### config.mk
export PLATFORM = sky130hd
export DESIGN_NAME = rate_ctrl
export DESIGN_NICKNAME = d
export VERILOG_FILES = /design/src/rtl/rate_ctrl_pkg.sv /design/src/rtl/rate_ctrl_div_counter.sv /design/src/rtl/rate_ctrl.sv
export VERILOG_INCLUDE_DIRS = /design/src /design/src/rtl
export SDC_FILE = /design/constraint.sdc
export NUM_CORES = 1
export LEC_CHECK = 0
export CORE_MARGIN = 2
export CORE_UTILIZATION = 40
export CTS_BUF_LIST = sky130_fd_sc_hd__clkbuf_8 sky130_fd_sc_hd__clkbuf_16
export DETAILED_ROUTE_END_ITERATION = 10
export PLACE_DENSITY = 0.66
export SLEW_MARGIN = 30
export SYNTH_ARGS = -nofsm -noshare
export SYNTH_HDL_FRONTEND = slang
export SYNTH_HIERARCHICAL = 1
export SYNTH_SLANG_ARGS = --single-unit
### constraint.sdc
create_clock -name sCLK -period 6.05 [get_ports sCLK]
set_clock_uncertainty 0.1 [all_clocks]
set_input_delay 0.605 -clock sCLK [delete_from_list [all_inputs] [get_ports sCLK]]
set_output_delay 0.605 -clock sCLK [all_outputs]
set_load 0.01 [all_outputs]
### src/rtl/rate_defs.vh
// rtl/rate_defs.vh - shared state encodings, default divider and divider width for rate_ctrl
`ifndef RATE_DEFS_VH
`define RATE_DEFS_VH

`define RATE_ST_IDLE     1'b0
`define RATE_ST_RUN      1'b1
`define RATE_DEFAULT_DIV 32'd25000000
`define RATE_DIV_W       32

`endif

### src/rtl/rate_ctrl_pkg.sv
// rtl/rate_ctrl_pkg.sv - rate_ctrl types, constants and divider clamp helper
package rate_ctrl_pkg;
`include "rate_defs.vh"

   localparam int DIV_W = `RATE_DIV_W;
   localparam logic [DIV_W-1:0] DEFAULT_DIV_P = `RATE_DEFAULT_DIV;
   localparam logic [DIV_W-1:0] DIV_ONE = 1;

   typedef enum logic {
      ST_IDLE = `RATE_ST_IDLE,
      ST_RUN  = `RATE_ST_RUN
   } state_t;

   // A zero terminal count would stall the divider, so it is promoted to 1.
   function automatic logic [DIV_W-1:0] clamp_div(input logic [DIV_W-1:0] v);
      return (v == '0) ? DIV_ONE : v;
   endfunction

endpackage

### src/rtl/rate_ctrl_div_counter.sv
// rtl/rate_ctrl_div_counter.sv - div_counter: terminal-count counter with sync clear and registered TC pulse
module div_counter #(
   parameter int W = 32
) (
   input  logic         clk,
   input  logic         rst,
   input  logic         clr,
   input  logic [W-1:0] term,
   output logic         hit,
   output logic         tc
);

   localparam logic [W-1:0] ONE = 1;

   logic [W-1:0] cnt;

   // hit marks the terminal-count cycle; tc is its registered copy one cycle later.
   assign hit = !clr && (cnt == term);

   always_ff @(posedge clk or posedge rst) begin
      if (rst) begin
         cnt <= '0;
         tc  <= 1'b0;
      end else if (clr) begin
         cnt <= '0;
         tc  <= 1'b0;
      end else if (hit) begin
         cnt <= '0;
         tc  <= 1'b1;
      end else begin
         cnt <= cnt + ONE;
         tc  <= 1'b0;
      end
   end

endmodule

### src/rtl/rate_ctrl.sv
// rtl/rate_ctrl.sv - programmable tick/clock divider with rate-change handshake
// Optional tick counter output enabled by RATE_CTRL_TICKCNT_EN.
module rate_ctrl
   import rate_ctrl_pkg::*;
#(
   parameter logic [DIV_W-1:0] DEFAULT_DIV = DEFAULT_DIV_P
) (
   input  logic             sCLK,
   input  logic             RESET,
   input  logic             EN,
   input  logic             DIV_REQ,
   input  logic [DIV_W-1:0] DIV_VAL,
   output logic             DIV_ACK,
   output logic             BUSY,
   output logic [DIV_W-1:0] CUR_DIV,
   output logic             TICK,
`ifdef RATE_CTRL_TICKCNT_EN
   output logic             CLK,
   output logic [15:0]      TICK_COUNT
`else
   output logic             CLK
`endif
);

   state_t           state, state_nxt;
   logic             req_q;
   logic [DIV_W-1:0] pending;
   logic             hit;
   logic             idle;
   logic             capture;
   logic             apply;

   always_ff @(posedge sCLK or posedge RESET) begin
      if (RESET) state <= ST_IDLE;
      else       state <= state_nxt;
   end

   // Pending values are applied on a terminal count in RUN, or immediately in IDLE.
   always_comb begin
      state_nxt = state;
      idle      = 1'b0;
      capture   = 1'b0;
      apply     = 1'b0;
      state_nxt = EN ? ST_RUN : ST_IDLE;
      idle      = (state == ST_IDLE);
      capture   = DIV_REQ && !req_q && !BUSY;
      apply     = BUSY && (idle || hit);
   end

   div_counter #(.W(DIV_W)) u_cnt (
      .clk  (sCLK),
      .rst  (RESET),
      .clr  (idle),
      .term (CUR_DIV),
      .hit  (hit),
      .tc   (TICK)
   );

   always_ff @(posedge sCLK or posedge RESET) begin
      if (RESET) begin
         req_q   <= 1'b0;
         pending <= '0;
         BUSY    <= 1'b0;
         DIV_ACK <= 1'b0;
         CUR_DIV <= DEFAULT_DIV;
         CLK     <= 1'b0;
      end else begin
         req_q   <= DIV_REQ;
         DIV_ACK <= apply;
         if (capture) begin
            pending <= clamp_div(DIV_VAL);
            BUSY    <= 1'b1;
         end else if (apply) begin
            CUR_DIV <= pending;
            BUSY    <= 1'b0;
         end
         if (idle)     CLK <= 1'b0;
         else if (hit) CLK <= !CLK;
      end
   end

`ifdef RATE_CTRL_TICKCNT_EN
   always_ff @(posedge sCLK or posedge RESET) begin
      if (RESET)    TICK_COUNT <= 16'd0;
      else if (hit) TICK_COUNT <= TICK_COUNT + 16'd1;
   end
`endif

endmodule

== Yosys cells after proc, flatten, opt, wreduce, memory -nomap -nowiden ==
Index checks and enable logic that the tools add are counted.

* Reduce and logical (&&, ||, !) cells: 11
* Bitwise logic cells: 2
* Muxes and demuxes: 10
* Add/subtract/negate cells: 1
* Equality and inequality tests: 2

{| class="wikitable"
|+ Operators with widths
! cell !! number
|-
| 2-to-1 mux 32 bit || 3
|-
| adder 32 x 1 -> 32 bit, second input constant || 1
|-
| == test 32 bit || 1
|-
| logical NOT 32 bit || 1
|-
| 2-to-1 mux 1 bit || 7
|-
| logical AND 1 bit || 4
|-
| logical NOT 1 bit || 3
|-
| inequality test 2 x 1 -> 1 bit, second input constant || 1
|-
| NOT 1 bit || 2
|-
| AND reduction 2 bit || 1
|-
| nonzero test 2 bit || 1
|-
| logical OR 1 bit || 1
|}

* Flip-flop bits (word level): 102
* Word-level logic and storage cells: 35

== Logic depth before layout (Yosys ltp) ==
Gate-level depths: netlist (run 1).

* Depth in word-level cells: 6
* Gate-level depth with buffers: 9
* Depth with buffers taken out: 7

== Modules after synthesis ==
Netlist (run 1), hierarchy kept.

{| class="wikitable"
|+ By module, submodules not included
! module !! cells an instance !! times used !! area each (um^2) !! sequential area each (um^2)
|-
| rate_ctrl || 161 || 1 || 2652.5 || 1741.7
|-
| div_counter || 211 || 1 || 2031.9 || 825.8
|}

== Worst setup path after synthesis (run 1) ==
Ideal clock, no wire load.

* Kind: register to register
* Start point: register u_cnt.cnt[19]
* End point: register CUR_DIV[10]
* Cell stages (with the launch flop): 9
* Slack: 3779 ps
* Clock period less this slack: 2271 ps
* Arrival time: 2047 ps
* Setup time: 125 ps
* Cell sequence: dfrtp_1 -> buf_6 -> xor2_1 -> nor4_1 -> nand4_1 -> nor3_1 -> o21ai_2 -> buf_4 -> mux2_2

* Cells in the longest elaborated chain, start to end: 5

{| class="wikitable"
|+ Ends and longest elaborated chain
! item !! RTL line !! source
|-
| from (decl) || rate_ctrl_div_counter.sv:15 || <nowiki>logic [W-1:0] cnt;</nowiki>
|-
| from (signal assigned) || rate_ctrl_div_counter.sv:31 || <nowiki>cnt <= cnt + ONE;</nowiki>
|-
| == test 32 bit || rate_ctrl_div_counter.sv:18 || <nowiki>assign hit = !clr && (cnt == term);</nowiki>
|-
| logical AND 1 bit || rate_ctrl_div_counter.sv:18 ||
|-
| via hit || rate_ctrl.sv:28 || <nowiki>logic hit;</nowiki>
|-
| logical OR 1 bit || rate_ctrl.sv:47 || <nowiki>apply = BUSY && (idle || hit);</nowiki>
|-
| logical AND 1 bit || rate_ctrl.sv:47 ||
|-
| AND reduction 2 bit (no line) || n/a ||
|-
| to (signal assigned) || rate_ctrl.sv:74 || <nowiki>CUR_DIV <= pending;</nowiki>
|-
| to (decl) || rate_ctrl.sv:15 || <nowiki>output logic [DIV_W-1:0] CUR_DIV,</nowiki>
|}

The timed path passes the listed nets, and every way through them passes these cells.
A chain may end at the register's enable or synchronous reset.

== Worst setup path after layout (run 1) ==
* Start point: register CUR_DIV[14]
* End point: register CUR_DIV[0]

* Cells in the longest elaborated chain, start to end: 5

{| class="wikitable"
|+ Ends and longest elaborated chain
! item !! RTL line
|-
| == test 32 bit || rate_ctrl_div_counter.sv:18
|-
| logical AND 1 bit || rate_ctrl_div_counter.sv:18
|-
| via hit || rate_ctrl.sv:28
|-
| logical OR 1 bit || rate_ctrl.sv:47
|-
| logical AND 1 bit || rate_ctrl.sv:47
|-
| AND reduction 2 bit (no line) || n/a
|}

The timed path passes the listed nets, and every way through them passes these cells.

==> impl_metrics.tcl, run 1 <==
set metrics [dict create \
    area_growth_syn_to_layout_pct 23.48 \
    vias_per_cell 5.173 \
    clkSlewWorstSetupHoldPaths_ns 0.07 \
    post_drt_wl_per_cell_um 17.79 \
    power.total_uw 2351 \
    antenna_cells 0 \
    dieArea_um2 12590 \
    drt_pass1_iterations 4 \
    swShare_pct 29.93 \
    worstPathRequired_ns 6.18 \
    start_kind "flop" \
    cts_tree "done" \
    drive_gt1_share_pct 22.82 \
    path_delay_family "simple AND/OR/NAND/NOR gates" \
    syn_area_um2 4684 \
    fin_ws_ns 3.430 \
    path_max_fanout 33 \
    crit_cells 7 \
    cts_hold_buf 0 \
    r2r_slack_ns 3.43 \
    h-tree-depth 3 \
    fill_cells 1058 \
    finalHoldViolCount 0 \
    core_um2 11420 \
    rsz0062_at_grt "no" \
    grt_pass1_vias 3201 \
    slew_violations 0 \
    die-height_um 112.2 \
    status "finished, final reports clean" \
    synthTopCellsByArea "dfrtp_1, mux2_2, xor2_1, dfstp_2, xnor2_1" \
    rr_endpoint "CUR_DIV[0]" \
    p_leak_uw 0.002435 \
    cts_resized 0 \
    endpoint_kind "flop" \
    r2r_cells 7 \
    vias 3052 \
    fin_area_um2 5784 \
    worstMarginPinSlew_ns 0.9020 \
    fin_tns_setup_ns 0 \
    p_int_uw 1647 \
    final_cell_count_no_fill 590 \
    clk-insertion-delay-late_ns 0.35 \
    die_w_um 112.2 \
    placed_area_um2 5477 \
    switchingPower_uw 703.6 \
    ys_warn_count 6 \
    portBuffers 71 \
    grt_max_degree 70 \
    dpl.cell_count 574 \
    clk_path_buf_depth 2 \
    avgSynthCellArea_um2 12.59 \
    p_comb_share_pct 28.2 \
    cts_made_buffers 9 \
    postCtsSetupBuffers 0 \
    overflow 0 \
    clock.fmax_ghz 0.3817 \
    slowest_stage "dfstp_2" \
    start_util_pct 41.03 \
    root_buffer "clkbuf_16" \
    wl_um 10500 \
    ys_seq_elements 102 \
    path_class "flop to flop" \
    period_share_pct 43.30 \
    ant_nets 0 \
    dp_hpwl_um 7714 \
    syn_nets 409 \
    gp_routability_congestion 0.8245 \
    cp.arrival_ns 2.75 \
    hold_start "pending[15]" \
    irDropWorstVdd_v 0.0002140 \
    antenna_found_initial 0 \
    min_path_type "flop to flop" \
    maxCapViolCount 0 \
    grt_pass1_wl_um 17240 \
    rows 39 \
    nNetsFinal 479 \
    synthDistinctLibCells 34 \
    r2r_start "CUR_DIV[14]" \
    clock-sinks 102 \
    io_pins 72 \
    dp_slack_ns 3.425 \
    setup_viol 0 \
    slew_headroom_pct 39.31 \
    path_cells "xor2_1 > nor4_1 > nand4_1 > nor3_1 > o21ai_2 > buf_4 > mux2_2" \
    dr.first_iter.drc_count 185 \
    netlist_instances 372 \
    slowest_delay_ns 0.56 \
    multiInputGateArea_um2 1952 \
    power_frac_seq_pct 46.6 \
    drcViolationCount 0 \
    synth_top_area_share_pct 48.08 \
    fin_crit_ns 2.620 \
    seq_area_frac_synth_pct 54.81 \
    holdPathStages 1 \
    grt.total_usage_pct 17.52 \
    hold_end "pending[15]" \
    critPathBufInv 1 \
    synth.largest_area_cell "dfrtp_1" \
    p_clk_share_pct 25.2 \
    seq_area_um2 2567 \
    powerDensity_nw_per_um2 406.4 \
]
-- stage by stage --
step,util (%),hold slack [ns]
4_1_cts,50.66,0.3929
3_5_place_dp,47.96,0.3779
2_1_floorplan,-,0.3541
5_1_grt,50.66,0.4063
3_3_place_gp,47.96,0.3709
6_report,50.66,0.3963
-- cells in the mapped netlist (all sizes together) --
library cell and instances:
dfrtp 90, and2 1, mux2 63, o31ai 1, and3 2, or4 1
nand3 14, dfstp 12, nor3 5, xnor2 16, xor2 47, and4 5
nand4 17, o21a 1, nand2 8, a21oi 1, nor4 20, buf 15
nor3b 1, o21ai 2, nor2b 2, clkbuf 2, ha 1, inv 8
nor2 37
-- flip-flops by register name, summed over array words and instances (netlist names) --
signal and count:
BUSY 1, CLK 1, CUR_DIV 32, DIV_ACK 1, pending 32, req_q 1, state 1, u_cnt/cnt 32
u_cnt/tc 1
-- cell families (layout without fill, tap and decap cells) --
logic type                 count (synthesis)  in the layout  share of synthesized area [%]
AOI/OAI and AO/OA                          5              5                          1.015
xor gates and xnor gates                  63             63                          11.78
adders and majority gates                  1              1                         0.2671
buffers and inverters                     25            100                          3.525
DFF                                      102            102                          54.81
muxes                                     63             63                          15.14
and+or+nand+nor                          113            113                          13.46
-- power groups by stage --
| stage | Sequential (µW) | Clock [µW] | Combinational [µW] |
|---|---|---|---|
| 3_3_place_gp | 1100 | 0 | 655 |
| 5_1_grt | 1120 | 631 | 710 |
| 4_1_cts | 1100 | 606 | 672 |
| 2_1_floorplan | 1090 | 0 | 305 |
| 3_5_place_dp | 1110 | 0 | 666 |
| 6_report | 1090 | 593 | 663 |
-- worst register-to-register path, stage by stage (launching register included) --
cell	delay [ns]
dfstp_2	0.56
xor2_1	0.07
nor4_1	0.39
nand4_1	0.24
nor3_1	0.45
o21ai_2	0.08
buf_4	0.28
mux2_2	0.34
-- routing by layer --
metal | routed length [µm] | GRT usage (%)
met4 | 218 | 5.366
met3 | 394 | 4.104
met1 | 4823 | 23.85
met5 | 0 | 0
met2 | 5060 | 28.07
-- worst max path at each step --
stage	start	end	slack, ns
after global placement	u_cnt/cnt[14]	CUR_DIV[17]	3.45
after floorplan	RESET	BUSY	3.63
after CTS	u_cnt/cnt[14]	CUR_DIV[0]	3.41
final	CUR_DIV[14]	CUR_DIV[0]	3.43
after global routing	u_cnt/cnt[14]	CUR_DIV[0]	3.28
after detailed placement	CUR_DIV[14]	CUR_DIV[5]	3.42
-- cell type report --
cell class                 count  area share [%]
timing repair buffer          76           12.94
clock buffer                   9           3.894
tap                          143           3.093
multi-input combinational    245           33.74
sequential                   102           44.39
clock inverter                 7           1.428
inverter                       8          0.5191
-- layout by cell type (no fill, tap or decap), types with 2 or more instances in the layout --
cell type,Yosys,layout
and4_1,5,5
clkbuf_16,0,9
dfstp_2,12,12
xor2_1,47,47
inv_8,0,2
nand2_1,8,8
mux2_2,61,61
buf_4,3,5
inv_6,0,2
clkdlybuf4s50_1,0,71
dfrtp_1,90,90
nor2b_1,2,2
and3_1,2,2
nor4_1,18,18
inv_1,8,8
nand4_1,16,16
nor2_1,36,36
nor3_1,5,5
nand3_1,14,14
mux2_1,2,2
xnor2_1,16,16
(Power assumes the default switching activity.)
==> run 2: changes to the inputs <==
Settings changed: PLACE_DENSITY 0.66 to 0.69.
Clock period 6.05 ns to 2.3 ns, I/O delays scaled along.
==> impl_metrics.tcl, run 2 (synthesis results as in run 1) <==
set metrics [dict create \
    slowest_stage "dfrtp_2" \
    worstMarginPinSlew_ns 0.5030 \
    powerDensity_nw_per_um2 1025 \
    clk-insertion-delay-late_ns 0.34 \
    die-height_um 112.2 \
    met2_usage_pct 29.64 \
    clock.fmax_ghz 0.4387 \
    overflow 0 \
    r2r_start "CUR_DIV[1]" \
    wl_um 11000 \
    finalHoldViolCount 0 \
    rsz0062_at_grt "yes" \
    start_kind "flop" \
    ant_nets 0 \
    drt_pass1_iterations 5 \
    clk_path_buf_depth 2 \
    rows 39 \
    whs_ns 0.2070 \
    slowest_delay_ns 0.45 \
    slew_violations 0 \
    dr.first_iter.drc_count 197 \
    period_share_pct 99.10 \
    nNetsFinal 511 \
    portBuffers 71 \
    grt_pass1_wl_um 17880 \
    root_buffer "clkbuf_16" \
    drive_gt1_share_pct 30.06 \
    worstPathRequired_ns 2.43 \
    endpoint_kind "flop" \
    vias_per_cell 5.156 \
    irDropWorstVdd_v 0.0006734 \
    clkSlewWorstSetupHoldPaths_ns 0.07 \
    grt_max_degree 70 \
    r2r_slack_ns 0.02 \
    grt_pass1_vias 3347 \
    h-tree-depth 3 \
    clock-sinks 102 \
    busiest_layer "met2" \
    cp.arrival_ns 2.41 \
    path_delay_family "simple AND/OR/NAND/NOR gates" \
    antenna_cells 0 \
    min_path_type "primary input to async pin" \
    dieArea_um2 12590 \
    gr-usage-met1_pct 24.78 \
    path_cells "xor2_1 > nor4_2 > nand4_1 > nor3_2 > buf_4 > o21ai_4 > clkbuf_16 > mux2_2" \
    gp_routability_congestion 0.8654 \
    cts_hold_buf 0 \
    cts_tree "done" \
    drcViolationCount 0 \
    vias 3207 \
    post_drt_wl_per_cell_um 17.68 \
    path_max_fanout 9 \
    io_pins 72 \
    path_class "flop to flop" \
    critPathBufInv 2 \
    r2r_cells 8 \
    layout_common_cells "dfrtp_1, clkdlybuf4s50_1, mux2_2, xor2_1, nor2_1" \
    maxCapViolCount 0 \
    largestRegisters "CUR_DIV: 32 flops, pending: 32 flops, u_cnt/cnt: 32 flops" \
    dp_hpwl_um 8027 \
    mostFrequentLayoutCell "dfrtp_1" \
    grt.total_usage_pct 18.21 \
    p_leak_uw 0.002616 \
    area_growth_syn_to_layout_pct 30.69 \
    core_um2 11420 \
    grtUsageMet3_pct 3.402 \
    fin_crit_ns 2.279 \
    slew_headroom_pct 66.16 \
    status "finished, final reports clean" \
    cts_made_buffers 9 \
    start_util_pct 41.03 \
    rr_endpoint "CUR_DIV[0]" \
    post-route-util_pct 53.62 \
    setup_viol 0 \
    antenna_found_initial 0 \
    die_w_um 112.2 \
]
==> run 2: worst register-to-register path: cells and delay by family (launching register included) <==
kind	cells	cell delay, ns
AOI/OAI and AO/OA	1	0.09
xor gates and xnor gates	1	0.18
buffers and inverters	2	0.35
DFF	1	0.45
muxes	1	0.27
and+or+nand+nor	3	0.73
==> run 2: final cells by class <==
cell class              count  area (µm²)
fillers                   989        5296
inverters                   8       30.03
clock buffers              10       239.0
multi-input cells         245        1996
well taps                 143       178.9
flip-flops and latches    102        2571
repair buffers            108        1044
clock inverters             6       63.81
==> run 2: worst max-delay path by stage <==
stage / startpoint / endpoint / slack [ns] / cells after the start
2_1_floorplan: u_cnt/cnt[19] / CUR_DIV[10] / 0.03 / 8
3_3_place_gp: CUR_DIV[13] / CUR_DIV[3] / -0.06 / 8
3_5_place_dp: CUR_DIV[1] / CUR_DIV[30] / -0.09 / 8
4_1_cts: CUR_DIV[1] / CUR_DIV[3] / 0.01 / 8
5_1_grt: CUR_DIV[18] / CUR_DIV[5] / -0.009 / 8
6_report: CUR_DIV[1] / CUR_DIV[0] / 0.02 / 8
==> run 2: what timing repair did <==
action                                  4_1_cts  5_1_grt
pin swaps                                     2        6
gates resized for setup                       4        6
endpoints found under the setup margin       32       32
setup buffers                                 1        0
gates cloned                                  0        1
==> run 2: where the power goes <==
group          internal, µW  switching, µW  leakage, µW
sequential             2380            493      0.00125
clock                   795            722     0.000146
combinational          1160            719      0.00122
==> run 2: metrics by stage <==
stage / setup TNS (ns) / area, µm² / total power (µW) / setup slack, ns / std cells
2_1_floorplan: 0 / 4684 / 3664 / 0.02861 / 372
3_3_place_gp: -1.286 / 5739 / 4672 / -0.06100 / 604
3_5_place_dp: -1.786 / 5739 / 4733 / -0.08559 / 604
4_1_cts: 0 / 6070 / 6283 / 0.009687 / 621
5_1_grt: -0.02608 / 6122 / 6597 / -0.008514 / 622
6_report: 0 / 6122 / 6276 / 0.02077 / 622
==> run 2: per-layer routing <==
| layer | up-vias | wire [µm] |
|---|---|---|
| met3 | 14 | 377 |
| met4 | 0 | 188 |
| met1 | 1622 | 4932 |
| met5 | - | 0 |
| met2 | 71 | 5499 |
| li1 | 1500 | - |
